`src/rtl/spi_slave_pkg.sv`:
```
// Shared types for the SPI slave endpoint: FSM states, per-frame mode and edge decode.
package spi_slave_pkg;

    // Wide enough for any practical MAX_CHAR; the top zero-extends its char_len port into it.
    localparam int unsigned CharLenW = 8;

    typedef enum logic [1:0] {
        StIdle,
        StActive,
        StDone
    } state_e;

    typedef struct packed {
        logic                cpol;
        logic                cpha;
        logic                lsb_first;
        logic [CharLenW-1:0] char_len;
    } mode_t;

    typedef struct packed {
        logic sample;
        logic shift;
    } edges_t;

    function automatic edges_t decode_edges(input logic cpol, input logic cpha,
                                            input logic rise, input logic fall);
        edges_t e;
        logic   lead;
        logic   trail;
        lead     = cpol ? fall : rise;
        trail    = cpol ? rise : fall;
        e.sample = cpha ? trail : lead;
        e.shift  = cpha ? lead : trail;
        return e;
    endfunction

endpackage

```
`src/rtl/spi_slave_port_if.sv`:
```
// Pad bus from the master core plus the parallel tx/rx handshakes of the slave endpoint.
interface spi_slave_port_if #(
    parameter int unsigned NUM_SS   = 8,
    parameter int unsigned MAX_CHAR = 32
);
    logic                sclk_pad_o;
    logic [NUM_SS-1:0]   ss_pad_o;
    logic                mosi_pad_o;
    logic                miso_pad_i;
    logic                miso_oe;

    logic [MAX_CHAR-1:0] tx_data;
    logic                tx_valid;
    logic                tx_ready;
    logic [MAX_CHAR-1:0] rx_data;
    logic                rx_valid;
    logic                rx_ready;

    modport slave (
        input  sclk_pad_o, ss_pad_o, mosi_pad_o, tx_data, tx_valid, rx_ready,
        output miso_pad_i, miso_oe, tx_ready, rx_data, rx_valid
    );

    modport master (
        output sclk_pad_o, ss_pad_o, mosi_pad_o, tx_data, tx_valid, rx_ready,
        input  miso_pad_i, miso_oe, tx_ready, rx_data, rx_valid
    );

endinterface

```
`src/rtl/spi_pin_sync.sv`:
```
// Two-flop synchroniser with one history flop; edges come from the last two stages.
module spi_pin_sync #(
    parameter logic ResetVal = 1'b0
) (
    input  logic clk,
    input  logic rst_n,
    input  logic din,
    output logic level,
    output logic rise,
    output logic fall
);

    logic [2:0] sync_q;

    always_ff @(posedge clk or negedge rst_n) begin
        if (!rst_n) begin
            sync_q <= {3{ResetVal}};
        end else begin
            sync_q <= {sync_q[1:0], din};
        end
    end

    assign level = sync_q[1];
    assign rise  = sync_q[1] & ~sync_q[2];
    assign fall  = ~sync_q[1] & sync_q[2];

endmodule

```
`src/rtl/spi_slave_port.sv`:
```
// Oversampling SPI slave: all CPOL/CPHA modes, either bit order, runtime character length,
// parallel characters exchanged over valid/ready.
module spi_slave_port
    import spi_slave_pkg::*;
#(
    parameter int unsigned         NUM_SS   = 8,
    parameter int unsigned         SLAVE_ID = 0,
    parameter int unsigned         MAX_CHAR = 32,
    parameter logic [MAX_CHAR-1:0] TX_IDLE  = '1,
    localparam int unsigned        LenW     = $clog2(MAX_CHAR) + 1
) (
    input  logic            wb_clk_i,
    input  logic            wb_rst_ni,
    input  logic            cpol,
    input  logic            cpha,
    input  logic            lsb_first,
    input  logic [LenW-1:0] char_len,
    spi_slave_port_if.slave bus,
    output logic            rx_overrun,
    output logic            tx_underrun,
    output logic            frame_abort
);

    localparam logic [CharLenW-1:0] MaxLen = CharLenW'(MAX_CHAR);

    logic sclk_lvl, sclk_rise, sclk_fall;
    logic ss_lvl, ss_rise, ss_fall;
    logic mosi_lvl, mosi_rise, mosi_fall;

    spi_pin_sync #(.ResetVal(1'b0)) u_sync_sclk (
        .clk   (wb_clk_i),
        .rst_n (wb_rst_ni),
        .din   (bus.sclk_pad_o),
        .level (sclk_lvl),
        .rise  (sclk_rise),
        .fall  (sclk_fall)
    );

    spi_pin_sync #(.ResetVal(1'b1)) u_sync_ss (
        .clk   (wb_clk_i),
        .rst_n (wb_rst_ni),
        .din   (bus.ss_pad_o[SLAVE_ID]),
        .level (ss_lvl),
        .rise  (ss_rise),
        .fall  (ss_fall)
    );

    spi_pin_sync #(.ResetVal(1'b0)) u_sync_mosi (
        .clk   (wb_clk_i),
        .rst_n (wb_rst_ni),
        .din   (bus.mosi_pad_o),
        .level (mosi_lvl),
        .rise  (mosi_rise),
        .fall  (mosi_fall)
    );

    logic unused_pins;
    assign unused_pins = ^{sclk_lvl, ss_rise, mosi_rise, mosi_fall, bus.ss_pad_o};

    state_e                state_q, state_d;
    mode_t                 mode_q, mode_d;
    logic [CharLenW-1:0]   cnt_q, cnt_d;
    logic [MAX_CHAR-1:0]   tx_sr_q, tx_sr_d;
    logic [MAX_CHAR-1:0]   rx_sr_q, rx_sr_d;
    logic [MAX_CHAR-1:0]   rx_data_q, rx_data_d;
    logic                  rx_valid_q, rx_valid_d;
    // Swallow the next shift edge: the first leading edge (cpha=1) or the trailing edge that
    // follows the last sample of a back-to-back character (cpha=0).
    logic                  skip_q, skip_d;

    logic                  selected;
    edges_t                edges;
    logic [CharLenW-1:0]   len_eff;
    logic [CharLenW-1:0]   cnt_inc;
    logic                  last_bit;
    logic [MAX_CHAR-1:0]   tx_msb_vec;
    logic                  tx_bit;
    logic [MAX_CHAR-1:0]   rx_aligned;

    logic                  load;
    logic                  rx_take;
    logic                  tx_ready_c;

    assign selected = ~ss_lvl;
    assign edges    = decode_edges(mode_q.cpol, mode_q.cpha, sclk_rise, sclk_fall);

    always_comb begin
        if (mode_q.char_len == '0 || mode_q.char_len > MaxLen) begin
            len_eff = MaxLen;
        end else begin
            len_eff = mode_q.char_len;
        end
    end

    assign cnt_inc    = cnt_q + CharLenW'(1);
    assign last_bit   = edges.sample && (cnt_inc == len_eff);
    assign tx_msb_vec = tx_sr_q >> (len_eff - CharLenW'(1));
    assign tx_bit     = mode_q.lsb_first ? tx_sr_q[0] : tx_msb_vec[0];
    assign rx_aligned = mode_q.lsb_first ? (rx_sr_q >> (MaxLen - len_eff)) : rx_sr_q;

    // State register and datapath registers.
    always_ff @(posedge wb_clk_i or negedge wb_rst_ni) begin
        if (!wb_rst_ni) begin
            state_q    <= StIdle;
            mode_q     <= '0;
            cnt_q      <= '0;
            tx_sr_q    <= '0;
            rx_sr_q    <= '0;
            rx_data_q  <= '0;
            rx_valid_q <= 1'b0;
            skip_q     <= 1'b0;
        end else begin
            state_q    <= state_d;
            mode_q     <= mode_d;
            cnt_q      <= cnt_d;
            tx_sr_q    <= tx_sr_d;
            rx_sr_q    <= rx_sr_d;
            rx_data_q  <= rx_data_d;
            rx_valid_q <= rx_valid_d;
            skip_q     <= skip_d;
        end
    end

    // Next state: a released select always wins over a coincident sclk edge.
    always_comb begin
        state_d = state_q;
        unique case (state_q)
            StIdle: begin
                if (ss_fall) state_d = StActive;
            end
            StActive: begin
                if (!selected) begin
                    state_d = StIdle;
                end else if (last_bit) begin
                    state_d = StDone;
                end
            end
            StDone: begin
                state_d = selected ? StActive : StIdle;
            end
            default: state_d = StIdle;
        endcase
    end

    // Outputs and control strobes.
    always_comb begin
        load        = 1'b0;
        rx_take     = 1'b0;
        rx_overrun  = 1'b0;
        frame_abort = 1'b0;
        unique case (state_q)
            StIdle: begin
                load = ss_fall;
            end
            StActive: begin
                frame_abort = !selected && (cnt_q != '0);
            end
            StDone: begin
                rx_take    = !rx_valid_q || bus.rx_ready;
                rx_overrun = rx_valid_q && !bus.rx_ready;
                load       = selected;
            end
            default: ;
        endcase
        tx_ready_c  = load && bus.tx_valid;
        tx_underrun = load && !bus.tx_valid;
    end

    assign bus.tx_ready   = tx_ready_c;
    assign bus.miso_oe    = (state_q != StIdle);
    assign bus.miso_pad_i = bus.miso_oe && (!mode_q.cpha || !skip_q) && tx_bit;
    assign bus.rx_data    = rx_data_q;
    assign bus.rx_valid   = rx_valid_q;

    // Datapath next state.
    always_comb begin
        mode_d     = mode_q;
        cnt_d      = cnt_q;
        tx_sr_d    = tx_sr_q;
        rx_sr_d    = rx_sr_q;
        rx_data_d  = rx_data_q;
        rx_valid_d = rx_valid_q;
        skip_d     = skip_q;

        if (rx_valid_q && bus.rx_ready) rx_valid_d = 1'b0;

        if (state_q == StIdle && ss_fall) begin
            mode_d.cpol      = cpol;
            mode_d.cpha      = cpha;
            mode_d.lsb_first = lsb_first;
            mode_d.char_len  = CharLenW'(char_len);
        end

        if (state_q == StActive && selected) begin
            if (edges.sample) begin
                cnt_d   = cnt_inc;
                rx_sr_d = mode_q.lsb_first ? {mosi_lvl, rx_sr_q[MAX_CHAR-1:1]}
                                           : {rx_sr_q[MAX_CHAR-2:0], mosi_lvl};
            end
            if (edges.shift) begin
                if (skip_q) begin
                    skip_d = 1'b0;
                end else begin
                    tx_sr_d = mode_q.lsb_first ? (tx_sr_q >> 1) : (tx_sr_q << 1);
                end
            end
        end

        if (rx_take) begin
            rx_data_d  = rx_aligned;
            rx_valid_d = 1'b1;
        end

        if (load) begin
            tx_sr_d = bus.tx_valid ? bus.tx_data : TX_IDLE;
            rx_sr_d = '0;
            cnt_d   = '0;
            skip_d  = (state_q == StIdle) ? cpha : 1'b1;
        end
    end

endmodule

```
`src/flat_wrapper.sv`:
```
// flat-port wrapper written by rule: the top's interface ports become plain ports
module spi_slave_port_flat import spi_slave_pkg::*;
#(
    parameter int unsigned         NUM_SS   = 8,
    parameter int unsigned         SLAVE_ID = 0,
    parameter int unsigned         MAX_CHAR = 32,
    parameter logic [MAX_CHAR-1:0] TX_IDLE  = '1,
    localparam int unsigned        LenW     = $clog2(MAX_CHAR) + 1
)
  (wb_clk_i, wb_rst_ni, cpol, cpha, lsb_first, char_len, rx_overrun, tx_underrun, frame_abort, bus_sclk_pad_o, bus_ss_pad_o, bus_mosi_pad_o, bus_tx_data, bus_tx_valid, bus_rx_ready, bus_miso_pad_i, bus_miso_oe, bus_tx_ready, bus_rx_data, bus_rx_valid);
  spi_slave_port_if #(.NUM_SS(NUM_SS), .MAX_CHAR(MAX_CHAR)) bus_i ();
  input  logic wb_clk_i;
  input  logic wb_rst_ni;
  input  logic cpol;
  input  logic cpha;
  input  logic lsb_first;
  input  logic [LenW-1:0] char_len;
  output logic rx_overrun;
  output logic tx_underrun;
  output logic frame_abort;
  input wire logic [$bits(bus_i.sclk_pad_o)-1:0] bus_sclk_pad_o;
  input wire logic [$bits(bus_i.ss_pad_o)-1:0] bus_ss_pad_o;
  input wire logic [$bits(bus_i.mosi_pad_o)-1:0] bus_mosi_pad_o;
  input wire logic [$bits(bus_i.tx_data)-1:0] bus_tx_data;
  input wire logic [$bits(bus_i.tx_valid)-1:0] bus_tx_valid;
  input wire logic [$bits(bus_i.rx_ready)-1:0] bus_rx_ready;
  output wire logic [$bits(bus_i.miso_pad_i)-1:0] bus_miso_pad_i;
  output wire logic [$bits(bus_i.miso_oe)-1:0] bus_miso_oe;
  output wire logic [$bits(bus_i.tx_ready)-1:0] bus_tx_ready;
  output wire logic [$bits(bus_i.rx_data)-1:0] bus_rx_data;
  output wire logic [$bits(bus_i.rx_valid)-1:0] bus_rx_valid;
  assign bus_i.sclk_pad_o = bus_sclk_pad_o;
  assign bus_i.ss_pad_o = bus_ss_pad_o;
  assign bus_i.mosi_pad_o = bus_mosi_pad_o;
  assign bus_i.tx_data = bus_tx_data;
  assign bus_i.tx_valid = bus_tx_valid;
  assign bus_i.rx_ready = bus_rx_ready;
  assign bus_miso_pad_i = bus_i.miso_pad_i;
  assign bus_miso_oe = bus_i.miso_oe;
  assign bus_tx_ready = bus_i.tx_ready;
  assign bus_rx_data = bus_i.rx_data;
  assign bus_rx_valid = bus_i.rx_valid;
  spi_slave_port #(.NUM_SS(NUM_SS), .SLAVE_ID(SLAVE_ID), .MAX_CHAR(MAX_CHAR), .TX_IDLE(TX_IDLE)) u_core (.wb_clk_i(wb_clk_i), .wb_rst_ni(wb_rst_ni), .cpol(cpol), .cpha(cpha), .lsb_first(lsb_first), .char_len(char_len), .bus(bus_i), .rx_overrun(rx_overrun), .tx_underrun(tx_underrun), .frame_abort(frame_abort));
endmodule
```
`config.mk`:
```
export PLATFORM = sky130hd
export DESIGN_NAME = spi_slave_port_flat
export DESIGN_NICKNAME = d
export VERILOG_FILES = /design/src/rtl/spi_slave_pkg.sv /design/src/rtl/spi_slave_port_if.sv /design/src/rtl/spi_pin_sync.sv /design/src/rtl/spi_slave_port.sv /design/src/flat_wrapper.sv
export SDC_FILE = /design/constraint.sdc
export NUM_CORES = 1
export LEC_CHECK = 0
export BUFFER_PORTS_ARGS = -buffer_cell sky130_fd_sc_hd__clkbuf_2
export CAP_MARGIN = 20
export CELL_PAD_IN_SITES_DETAIL_PLACEMENT = 1
export CELL_PAD_IN_SITES_GLOBAL_PLACEMENT = 2
export CORE_UTILIZATION = 25
export CTS_CLUSTER_DIAMETER = 200
export CTS_CLUSTER_SIZE = 10
export DETAILED_ROUTE_END_ITERATION = 8
export PLACE_DENSITY = 0.68
export SETUP_SLACK_MARGIN = 0.4
export SYNTH_ARGS = -nofsm -noshare
export SYNTH_HDL_FRONTEND = slang
export SYNTH_SLANG_ARGS = --single-unit
```
`constraint.sdc`:
```
create_clock -name wb_clk_i -period 9.45 [get_ports wb_clk_i]
set_clock_uncertainty 0.2 [all_clocks]
set_input_delay 0.4725 -clock wb_clk_i [delete_from_list [all_inputs] [get_ports wb_clk_i]]
set_output_delay 0.4725 -clock wb_clk_i [all_outputs]
set_load 0.01 [all_outputs]
```
==> results of run 1 <==
stage by stage:
stage / hold slack (ns) / cell area, sq um / instances / power, uW
6_report: 0.03618 / 10660 / 1544 / 2489
5_1_grt: 0.05475 / 10660 / 1544 / 2628
4_1_cts: 0.01983 / 10660 / 1544 / 2510
3_5_place_dp: 0.1457 / 9955 / 1508 / 1722
3_3_place_gp: 0.1335 / 9955 / 1508 / 1711
2_1_floorplan: -0.02309 / 9276 / 1048 / 1444
worst min path at each step:
stage	slack, ns	depth (start not counted)	endpoint
floorplan	-0.02	0	u_core.bus.rx_data[0]$_DFFE_PN0P_
global placement	0.13	0	u_core.u_sync_sclk.sync_q[1]$_DFF_PN0_
detailed placement	0.15	0	u_core.u_sync_sclk.sync_q[1]$_DFF_PN0_
CTS	0.02	3	u_core.mode_q[8]$_DFFE_PN0P_
global route	0.05	3	u_core.mode_q[8]$_DFFE_PN0P_
finish	0.04	3	u_core.mode_q[8]$_DFFE_PN0P_
worst max-delay path, cell delays in order, from the launching register on:
cell     delay, ns
dfrtp_1       0.70
nor2b_4       0.28
inv_4         0.19
ha_2          0.99
buf_4         0.58
mux2i_1       0.30
nor2_1        0.07
o21ai_1       0.53
o21ai_0       0.37
a31oi_1       0.28
a41oi_1       0.16
flip-flops by register name, indices dropped and copies added, names as in the netlist, 2 cells and up:
name / flops
u_core.cnt_q: 8
u_core.u_sync_mosi.sync_q: 2
u_core.state_q: 2
u_core.rx_sr_q: 32
u_core.u_sync_sclk.sync_q: 3
u_core.mode_q: 9
u_core.u_sync_ss.sync_q: 3
u_core.bus.rx_data: 32
u_core.tx_sr_q: 32
synthesized netlist by cell type (all sizes together) (16+ instances only):
cell,number
dfrtp,122
nand2,87
mux2i,86
o21ai,77
nor2,63
clkbuf,62
nand3,57
nor3,53
a21oi,50
buf,49
a211oi,35
a21o,31
nand2b,25
mux4,24
mux2,21
inv,16
final cells by class:
class,instances,area [sq um]
clock buffers,18,429.2
clock inverters,14,239.0
fillers,4247,25860
inverters,17,66.31
multi-input cells,795,5603
flip-flops and latches,125,3136
well taps,468,585.6
repair buffers,107,604.3
layer usage:
| layer | wire, microns | global-route usage, % |
|---|---|---|
| met5 | 0 | 0 |
| met2 | 14870 | 27.47 |
| met1 | 15640 | 24.70 |
| met4 | 700 | 5.761 |
| met3 | 1662 | 3.227 |
power by group:
part	leakage (uW)	total [uW]	internal (uW)	switching (uW)
Combinational	0.00243	935	372	564
Clock	0.000317	769	495	273
Sequential	0.00157	785	639	146
logic make-up (layout without fill, tap and decap cells):
| logic type | after synthesis | count (layout) |
|---|---|---|
| and+or+nand+nor | 347 | 347 |
| AOI/OAI and AO/OA | 296 | 296 |
| muxes | 131 | 131 |
| buffers and inverters | 128 | 156 |
| DFF | 125 | 125 |
| xor gates and xnor gates | 17 | 17 |
| adders and majority gates | 4 | 4 |
what timing repair did:
| action | 4_1_cts | 5_1_grt |
|---|---|---|
| hold buffers | 4 | 0 |
| resized for setup | 0 | 0 |
| endpoints found under the setup margin | 0 | 0 |
| endpoints found under the hold margin | 58 | 0 |
==> results.tsv, run 1 <==
stage	metric	value	unit
layout	num_antenna_cells	0	
synthesis	yosysTopAreaCell	dfrtp_1	
critical_path	cp-end-kind	flip-flop	
timing	fin_crit	4.837	ns
timing	setup_violations	0	
clocking	tritoncts	built	
synthesis	synth_edf_count	0	
worst_hold_path	worstHoldPathType	input pin to flip-flop	
worst_hold_path	min-delay-start	lsb_first	
synthesis	avgSynthCellArea	8.852	sq um
critical_path	startpoint	u_core.mode_q[0]$_DFFE_PN0P_	
routing	wl_per_cell	21.29	microns
clocking	cts_max_path_buffers	2	
timing	finalSetupTns	0	ns
critical_path	critPathLaunchType	flip-flop	
layout	final_cell_mix	dfrtp_1 (121), nand2_1 (87), mux2i_1 (86)	
critical_path	cp_max_fo	43	
clocking	cts_max_level	4	
routing	drc	0	
synthesis	yosysSeqAreaShare	33.76	%
timing	timing.slew.headroom	27.55	%
critical_path	cp-endpoint	u_core.bus.rx_data[1]$_DFFE_PN0P_	
synthesis	syn_inst	1048	
placed_design	dp_slack	4.615	ns
routing	vias_per_cell	5.489	
synthesis	synth.top_cell.area_share	32.91	%
critical_path	worstReg2RegEnd	u_core.bus.rx_data[1]$_DFFE_PN0P_	
floorplan	core-area	36520	sq um
critical_path	timing.rr.start	u_core.mode_q[0]$_DFFE_PN0P_	
routing	vias	8475	
placed_design	place_congestion	0.8611	
timing	setup_ws	4.613	ns
critical_path	rrSetupSlack	4.61	ns
floorplan	initial_core_util	25.40	%
timing	clock.fmax	206.7	MHz
floorplan	die_w	194.6	microns
timing	finalHoldViolCount	0	
timing	tightestPinTransition	1.077	ns
global_routing	grt_max_degree	81	
floorplan	io_pins	94	
clocking	cts_root_buffer	clkbuf_16	
global_routing	grt_first_pass_wirelength	52380	microns
layout	final_layout_size_suffix_gt1_share	18.87	%
synthesis	synthTopCellsByArea	dfrtp_1 (33%), mux2i_1 (9.3%), mux4_2 (5.8%), o21ai_0 (3.9%), nand2_1 (3.5%)	
layout	area_growth	14.94	%
placed_design	hpwl	22200	microns
global_routing	antenna_found_initial	0	
synthesis	muxShareOfSynthArea	17.66	%
global_routing	grt_overflow_total	0	
power_and_ir_drop	p_per_area	233.5	nW/um^2
synthesis	ys_warn_count	0	
synthesis	synthSimpleGateAreaFrac	18.78	%
routing	drt_iter0_markers	632	
routing	routed_wl	32870	microns
layout	final_common_cell	dfrtp_1	
synthesis	synth.distinct_cells	82	
critical_path	cp.arrival	4.91	ns
synthesis	ys_seq_elements	125	
layout	final_util	29.19	%
power_and_ir_drop	p_leak	0.004319	uW
global_routing	first_global_vias	8694	
routing	drt-pass1-iter-count	5	
synthesis	syn_nets	1107	
clocking	clk_latency	0.44	ns
timing	slew_viol_final	0	
layout	final_net_count	1122	
synthesis	synth_compound_area_share	21.22	%
floorplan	dieArea	37880	sq um
synthesis	async_reset_ff_share	100.0	%
synthesis	syn_area	9276	sq um
timing	min_period_over_period	51.19	%
run	drv_cap	0	
routing	antenna_left	0	
synthesis	synthAdderAreaFrac	0.5395	%
clocking	cts.sinks	125	
critical_path	crit_type	flip-flop to flip-flop	
critical_path	reg2regPathDepth	10	
critical_path	required	9.53	ns
synthesis	synth_top_family_by_area	compound AO/OA/AOI/OAI gates	
clocking	post_cts_buffers	0	
floorplan	rows	70	
synthesis	synth-main-ff-cell	dfrtp_1	
status	status	finished, final reports clean	
timing	rsz0062_at_grt	false	
global_routing	grt_usage	17.71	%
power_and_ir_drop	ir_drop	150.2	uV
placed_design	port_buffers	86	
clocking	cts_made_buffers	17	
clocking	cts.clk_slew.worst_paths	0.06	ns
synthesis	synth_xor_area_share	1.888	%
floorplan	die_y	194.6	microns
Power figures use the tool's default switching activity.
==> inputs of run 2 (changes only) <==
- PLACE_DENSITY: 0.68 -> 0.7
- clock period: 9.45 -> 3.9 ns (I/O delays scaled with it)
==> results.tsv, run 2 (synthesis gave the netlist of run 1 again) <==
stage	metric	value	unit	change
layout	num_antenna_cells	0		unchanged
placed_design	dp_slack	0.4346	ns	-4.181 ns
clocking	cts_max_path_buffers	2		unchanged
clocking	cts_max_level	4		unchanged
status	status	finished, final reports clean		
global_routing	grt_max_degree	105		+30%
timing	slew_viol_final	0		unchanged
floorplan	die_w	194.6	microns	unchanged
clocking	clk_latency	0.44	ns	about the same
global_routing	first_global_vias	8801		+1.2%
run	drv_cap	0		unchanged
routing	routed_wl	33120	microns	+0.76%
clocking	cts_made_buffers	17		unchanged
floorplan	rows	70		unchanged
layout	regArea	3138	sq um	about the same
clocking	cts.sinks	125		unchanged
clocking	tritoncts	built		
floorplan	core-area	36520	sq um	unchanged
timing	tightestPinTransition	1.044	ns	-0.03257 ns
floorplan	io_pins	94		unchanged
critical_path	cpPeakStageDelay	0.51	ns	-0.48 ns
routing	vias	8563		+1.0%
critical_path	required	3.50	ns	-6.03 ns
timing	finalSetupTns	0	ns	unchanged
routing	wl_per_cell	20.92	microns	-1.7%
floorplan	initial_core_util	25.40	%	unchanged
critical_path	crit_type	flip-flop to output port		
global_routing	grt_overflow_total	0		unchanged
routing	vias_per_cell	5.409		-1.5%
timing	hold_slack	0.01191	ns	-0.02427 ns
layout	final_layout_size_suffix_gt1_share	20.36	%	+1.5 points
placed_design	hpwl	22840	microns	+2.8%
global_routing	antenna_found_initial	1		+1
routing	drt-pass1-iter-count	5		unchanged
floorplan	die_y	194.6	microns	unchanged
timing	rsz0062_at_grt	false		
timing	fin_crit	3.327	ns	
critical_path	rrSetupSlack	0.65	ns	-3.96 ns
placed_design	dpl.cell_count	1525		+1.1%
placed_design	place_congestion	0.8960		+4.1%
critical_path	crit_family	multiplexers		
power_and_ir_drop	p_per_area	549.5	nW/um^2	+140%
timing	setup_violations	0		unchanged
layout	final_net_count	1161		+3.5%
routing	antenna_left	0		unchanged
timing	finalHoldViolCount	0		unchanged
timing	setup_ws	0.5729	ns	-4.040 ns
timing	min_period_over_period	85.31	%	
layout	final_common_cell	dfrtp_1		
global_routing	grt_usage	17.94	%	+0.23 points
layout	multi_input_area	5609	sq um	+0.11%
floorplan	dieArea	37880	sq um	unchanged
layout	area_growth	18.57	%	
worst_hold_path	worstHoldPathType	input pin to flip-flop		
critical_path	cp-end-kind	output port		
clocking	cts_root_buffer	clkbuf_16		
layout	fill_cells	4253		+0.14%
critical_path	crit_chain	inv_1 > nand2_1 > ha_2 > buf_4 > mux4_2 > nor3b_1 > a221oi_2 > a22o_1 > clkbuf_2		
critical_path	critPathBufInv	3		+1
critical_path	slowest_stage	mux4_2		
routing	drc	0		unchanged
layout	final_cell_mix	dfrtp_1 (119), nand2_1 (87), mux2i_1 (86)		
clocking	cts.clk_slew.worst_paths	0.06	ns	about the same
critical_path	critPathLaunchType	flip-flop		
global_routing	grt_first_pass_wirelength	52820	microns	+0.84%
critical_path	cp_max_fo	12		-72%
placed_design	dpl_cell_area	10100	sq um	+1.5%
layout	final_area	11000	sq um	+3.2%
critical_path	cp.arrival	2.93	ns	-1.98 ns
placed_design	port_buffers	86		unchanged
timing	clock.fmax	300.6	MHz	
layout	final_cell_count_no_fill	1583		+2.5%
power_and_ir_drop	ir_drop	343.8	uV	+130%
power_and_ir_drop	p_leak	0.004491	uW	+4.0%
routing	drt_iter0_markers	613		-3.0%
timing	timing.slew.headroom	30.38	%	+2.8 points
==> run 2: worst paths after layout <==
check,startpoint,endpoint,cells past startpoint
worst max-delay path,u_core.mode_q[5]$_DFFE_PN0P_,bus_miso_pad_i,9
worst min register to register,u_core.u_sync_sclk.sync_q[0]$_DFF_PN0_,u_core.u_sync_sclk.sync_q[1]$_DFF_PN0_,0
min in group asynchronous,wb_rst_ni,u_core.bus.rx_data[31]$_DFFE_PN0P_,2
worst max register to register,u_core.mode_q[5]$_DFFE_PN0P_,u_core.bus.rx_data[8]$_DFFE_PN0P_,10
max in group asynchronous,wb_rst_ni,u_core.bus.rx_data[17]$_DFFE_PN0P_,3
worst min-delay path,bus_tx_data[10],u_core.tx_sr_q[10]$_DFFE_PN0P_,4
==> run 2: metrics by stage <==
step	total power, uW	utilization (%)
floorplan	3499	-
global placement	4212	27.66
detailed placement	4250	27.66
CTS	6074	30.04
finish	6044	30.12
global route	6387	30.12
==> run 2: metal layers <==
metal	global-route usage (%)	wire length, microns	vias to the layer above
met4	4.850	531	0
li1	-	-	3987
met2	28.16	15090	230
met5	0	0	-
met1	25.03	15890	4307
met3	3.418	1609	39
==> run 2: layout make-up <==
type | instances | share of cell area (%)
inverter | 17 | 0.6029
clock inverter | 10 | 1.467
sequential | 125 | 28.53
multi-input combinational | 795 | 51.00
clock buffer | 22 | 4.311
timing repair buffer | 146 | 8.770
tap | 468 | 5.324
==> run 2: power by group <==
group / internal, uW / leakage [uW] / switching (uW)
combinational: 1000 / 0.00262 / 1390
sequential: 1550 / 0.00157 / 340
clock: 1120 / 0.000302 / 640
total: 3670 / 0.00449 / 2370
==> run 2: worst min-delay path: cells and delay by family <==
kind	cells	cell delay, ns
AOI/OAI and AO/OA	2	0.30
and+or+nand+nor	1	0.04
buffers and inverters	1	0.08
==> run 2: repair_timing <==
action / in CTS / in global routing
endpoints found under the hold margin: 101 / 0
setup buffers: 3 / 2
endpoints found under the setup margin: 1 / 5
hold buffers: 21 / 0
pin swaps: 1 / 0
gates resized for setup: 1 / 4
==> inputs of run 3 (changes only) <==
- PLACE_DENSITY: 0.7 -> 0.68
- clock period: 3.9 -> 4 ns (I/O delays scaled with it)
==> results.tsv, run 3 (synthesis gave the netlist of run 1 again) <==
stage	metric	value	unit	change
status	status	finished, final reports clean		
routing	drt_iter0_markers	657		+7.2%
critical_path	critPathBufInv	3		unchanged
floorplan	die_y	194.6	microns	unchanged
clocking	cts_max_level	4		unchanged
power_and_ir_drop	p_clk_share	27.8	%	-1.3 points
routing	vias	8522		-0.48%
worst_hold_path	worstHoldPathType	input pin to flip-flop		
power_and_ir_drop	ir_drop	337.6	uV	-1.8%
timing	min_period_over_period	84.42	%	
critical_path	cpPeakStageDelay	0.44	ns	-0.07 ns
timing	rsz0062_at_grt	false		
clocking	cts_max_path_buffers	2		unchanged
routing	drc	0		unchanged
layout	final_cell_mix	dfrtp_1 (121), nand2_1 (87), mux2i_1 (86)		
layout	fill_cells	4236		-0.40%
power_and_ir_drop	switching_share	39.85	%	+0.62 points
critical_path	slowest_stage	dfrtp_1		
routing	antenna_left	0		unchanged
power_and_ir_drop	p_leak	0.004480	uW	-0.24%
layout	final_area	10960	sq um	-0.39%
timing	finalHoldViolCount	0		unchanged
routing	vias_per_cell	5.390		-0.35%
critical_path	cp.arrival	2.98	ns	+0.05 ns
critical_path	cp-end-kind	output port		
clocking	cts_root_buffer	clkbuf_16		
critical_path	reg2regPathDepth	9		-1
layout	area_growth	18.11	%	
critical_path	required	3.60	ns	+0.10 ns
layout	final_layout_size_suffix_gt1_share	20.66	%	+0.31 points
global_routing	grt_first_pass_wirelength	53130	microns	+0.59%
timing	slew_viol_final	0		unchanged
placed_design	dpl_cell_area	10130	sq um	+0.25%
run	drv_cap	0		unchanged
timing	fin_crit	3.377	ns	
critical_path	cp_max_fo	41		+29
clocking	cts_made_buffers	17		unchanged
power_and_ir_drop	p_per_area	536.2	nW/um^2	-2.4%
critical_path	path_depth	11		+2
critical_path	critPathLaunchType	flip-flop		
critical_path	worstReg2RegEnd	u_core.bus.rx_data[13]$_DFFE_PN0P_		
global_routing	antenna_found_initial	0		-1
critical_path	crit_type	flip-flop to output port		
timing	clock.fmax	296.1	MHz	
clocking	cts.sinks	125		unchanged
clocking	tritoncts	built		
timing	setup_violations	0		unchanged
timing	tightestPinTransition	1.135	ns	+0.09027 ns
routing	wl_per_cell	21.35	microns	+2.0%
placed_design	place_congestion	0.8778		-2.0%
floorplan	io_pins	94		unchanged
layout	final_common_cell	dfrtp_1		
placed_design	hpwl	23400	microns	+2.5%
power_and_ir_drop	seqPwrFrac	30.4	%	-0.9 points
layout	final_util	30.00	%	-0.12 points
floorplan	rows	70		unchanged
layout	final_cell_count_no_fill	1581		-0.13%
global_routing	first_global_vias	8780		-0.24%
floorplan	initial_core_util	25.40	%	unchanged
critical_path	rrSetupSlack	0.67	ns	+0.02 ns
timing	finalSetupTns	0	ns	unchanged
critical_path	cp_common_cell	o211ai_1		
critical_path	crit_chain	nor2b_4 > inv_4 > clkbuf_8 > ha_4 > nor4bb_1 > or3_1 > o211ai_1 > o211ai_1 > nor4_2 > a22o_1 > clkbuf_2		
global_routing	grt_usage	18.09	%	+0.15 points
clocking	clk_latency	0.44	ns	about the same
power_and_ir_drop	p_int	3533	uW	-3.8%
critical_path	crit_family	simple AND/OR/NAND/NOR gates		
power_and_ir_drop	power_switching	2341	uW	-1.3%
placed_design	port_buffers	86		unchanged
critical_path	cp-endpoint	bus_miso_pad_i		
global_routing	grt_overflow_total	0		unchanged
floorplan	dieArea	37880	sq um	unchanged
critical_path	timing.rr.start	u_core.mode_q[5]$_DFFE_PN0P_		
layout	num_antenna_cells	0		unchanged
global_routing	grt_max_degree	105		unchanged
placed_design	dpl.cell_count	1531		+0.39%
routing	drt-pass1-iter-count	5		unchanged
power_and_ir_drop	p_comb_share	41.8	%	+2.2 points
routing	routed_wl	33750	microns	+1.9%
critical_path	startpoint	u_core.mode_q[5]$_DFFE_PN0P_		
layout	final_net_count	1159		-0.17%
floorplan	core-area	36520	sq um	unchanged
clocking	cts.clk_slew.worst_paths	0.06	ns	about the same
timing	timing.slew.headroom	24.37	%	-6.0 points
floorplan	die_w	194.6	microns	unchanged
[run 3: worst register-to-register path, cell delays in order (launching register included)]
cell and delay (ns):
dfrtp_1 0.44, inv_1 0.15, nand2_1 0.16, ha_4 0.26, buf_4 0.22, xnor2_4 0.59, mux2i_1 0.27, nand4_1 0.31
a221oi_1 0.47, a21oi_1 0.12
[run 3: repair_timing]
item                                   in CTS  in global routing
setup endpoints to repair                   1                  1
gates resized for setup                     2                  4
endpoints found under the hold margin      94                  0
setup buffers                               0                  2
pin swaps                                   0                  1
hold buffers                               15                  0
[run 3: through the flow]
step,hold slack [ns],setup WS (ns),power (uW)
2_1_floorplan,-0.2956,0.6900,3411
3_3_place_gp,0.08831,0.8023,4153
3_5_place_dp,0.08966,0.7522,4195
4_1_cts,0.006843,0.4215,5885
5_1_grt,0.02172,0.4418,6201
6_report,0.02150,0.6231,5875
[run 3: layer usage]
layer / GRT usage (%) / routed length [microns] / share of wire (%) / vias to the layer above
met1: 25.09 / 16080 / 48 / 4273
met5: 0 / 0 / 0 / -
met4: 5.556 / 594 / 1.8 / 0
li1: - / - / - / 3985
met2: 28.47 / 15470 / 46 / 225
met3: 3.193 / 1612 / 4.8 / 39
[run 3: final cells by class]
class                           count  area [sq um]  area share, %
Clock buffer                       21         460.4          4.202
Multi-Input combinational cell    795          5632          51.40
Inverter                           17         66.31         0.6052
Timing Repair Buffer              144         935.9          8.542
Sequential cell                   125          3136          28.62
Tap cell                          468         585.6          5.344
Clock inverter                     11         141.4          1.290
[run 3: how the worst min path moves through the flow]
| stage | start | end | slack [ns] | cells after the start |
|---|---|---|---|---|
| 3_5_place_dp | bus_ss_pad_o[0] | u_core.u_sync_ss.sync_q[0]$_DFF_PN1_ | 0.09 | 1 |
| 6_report | bus_tx_data[8] | u_core.tx_sr_q[8]$_DFFE_PN0P_ | 0.02 | 4 |
| 2_1_floorplan | wb_rst_ni | u_core.bus.rx_data[0]$_DFFE_PN0P_ | -0.30 | 0 |
| 4_1_cts | bus_tx_data[12] | u_core.tx_sr_q[12]$_DFFE_PN0P_ | 0.007 | 4 |
| 5_1_grt | bus_tx_data[3] | u_core.tx_sr_q[3]$_DFFE_PN0P_ | 0.02 | 4 |
| 3_3_place_gp | bus_ss_pad_o[0] | u_core.u_sync_ss.sync_q[0]$_DFF_PN1_ | 0.09 | 1 |
[run 3: power groups by stage]
stage	Combinational [uW]	Sequential (uW)	Clock [uW]
detailed placement	2380	1810	0
CTS	2420	1790	1670
finish	2450	1790	1630
global placement	2350	1810	0
floorplan	1690	1730	0
global route	2660	1830	1720
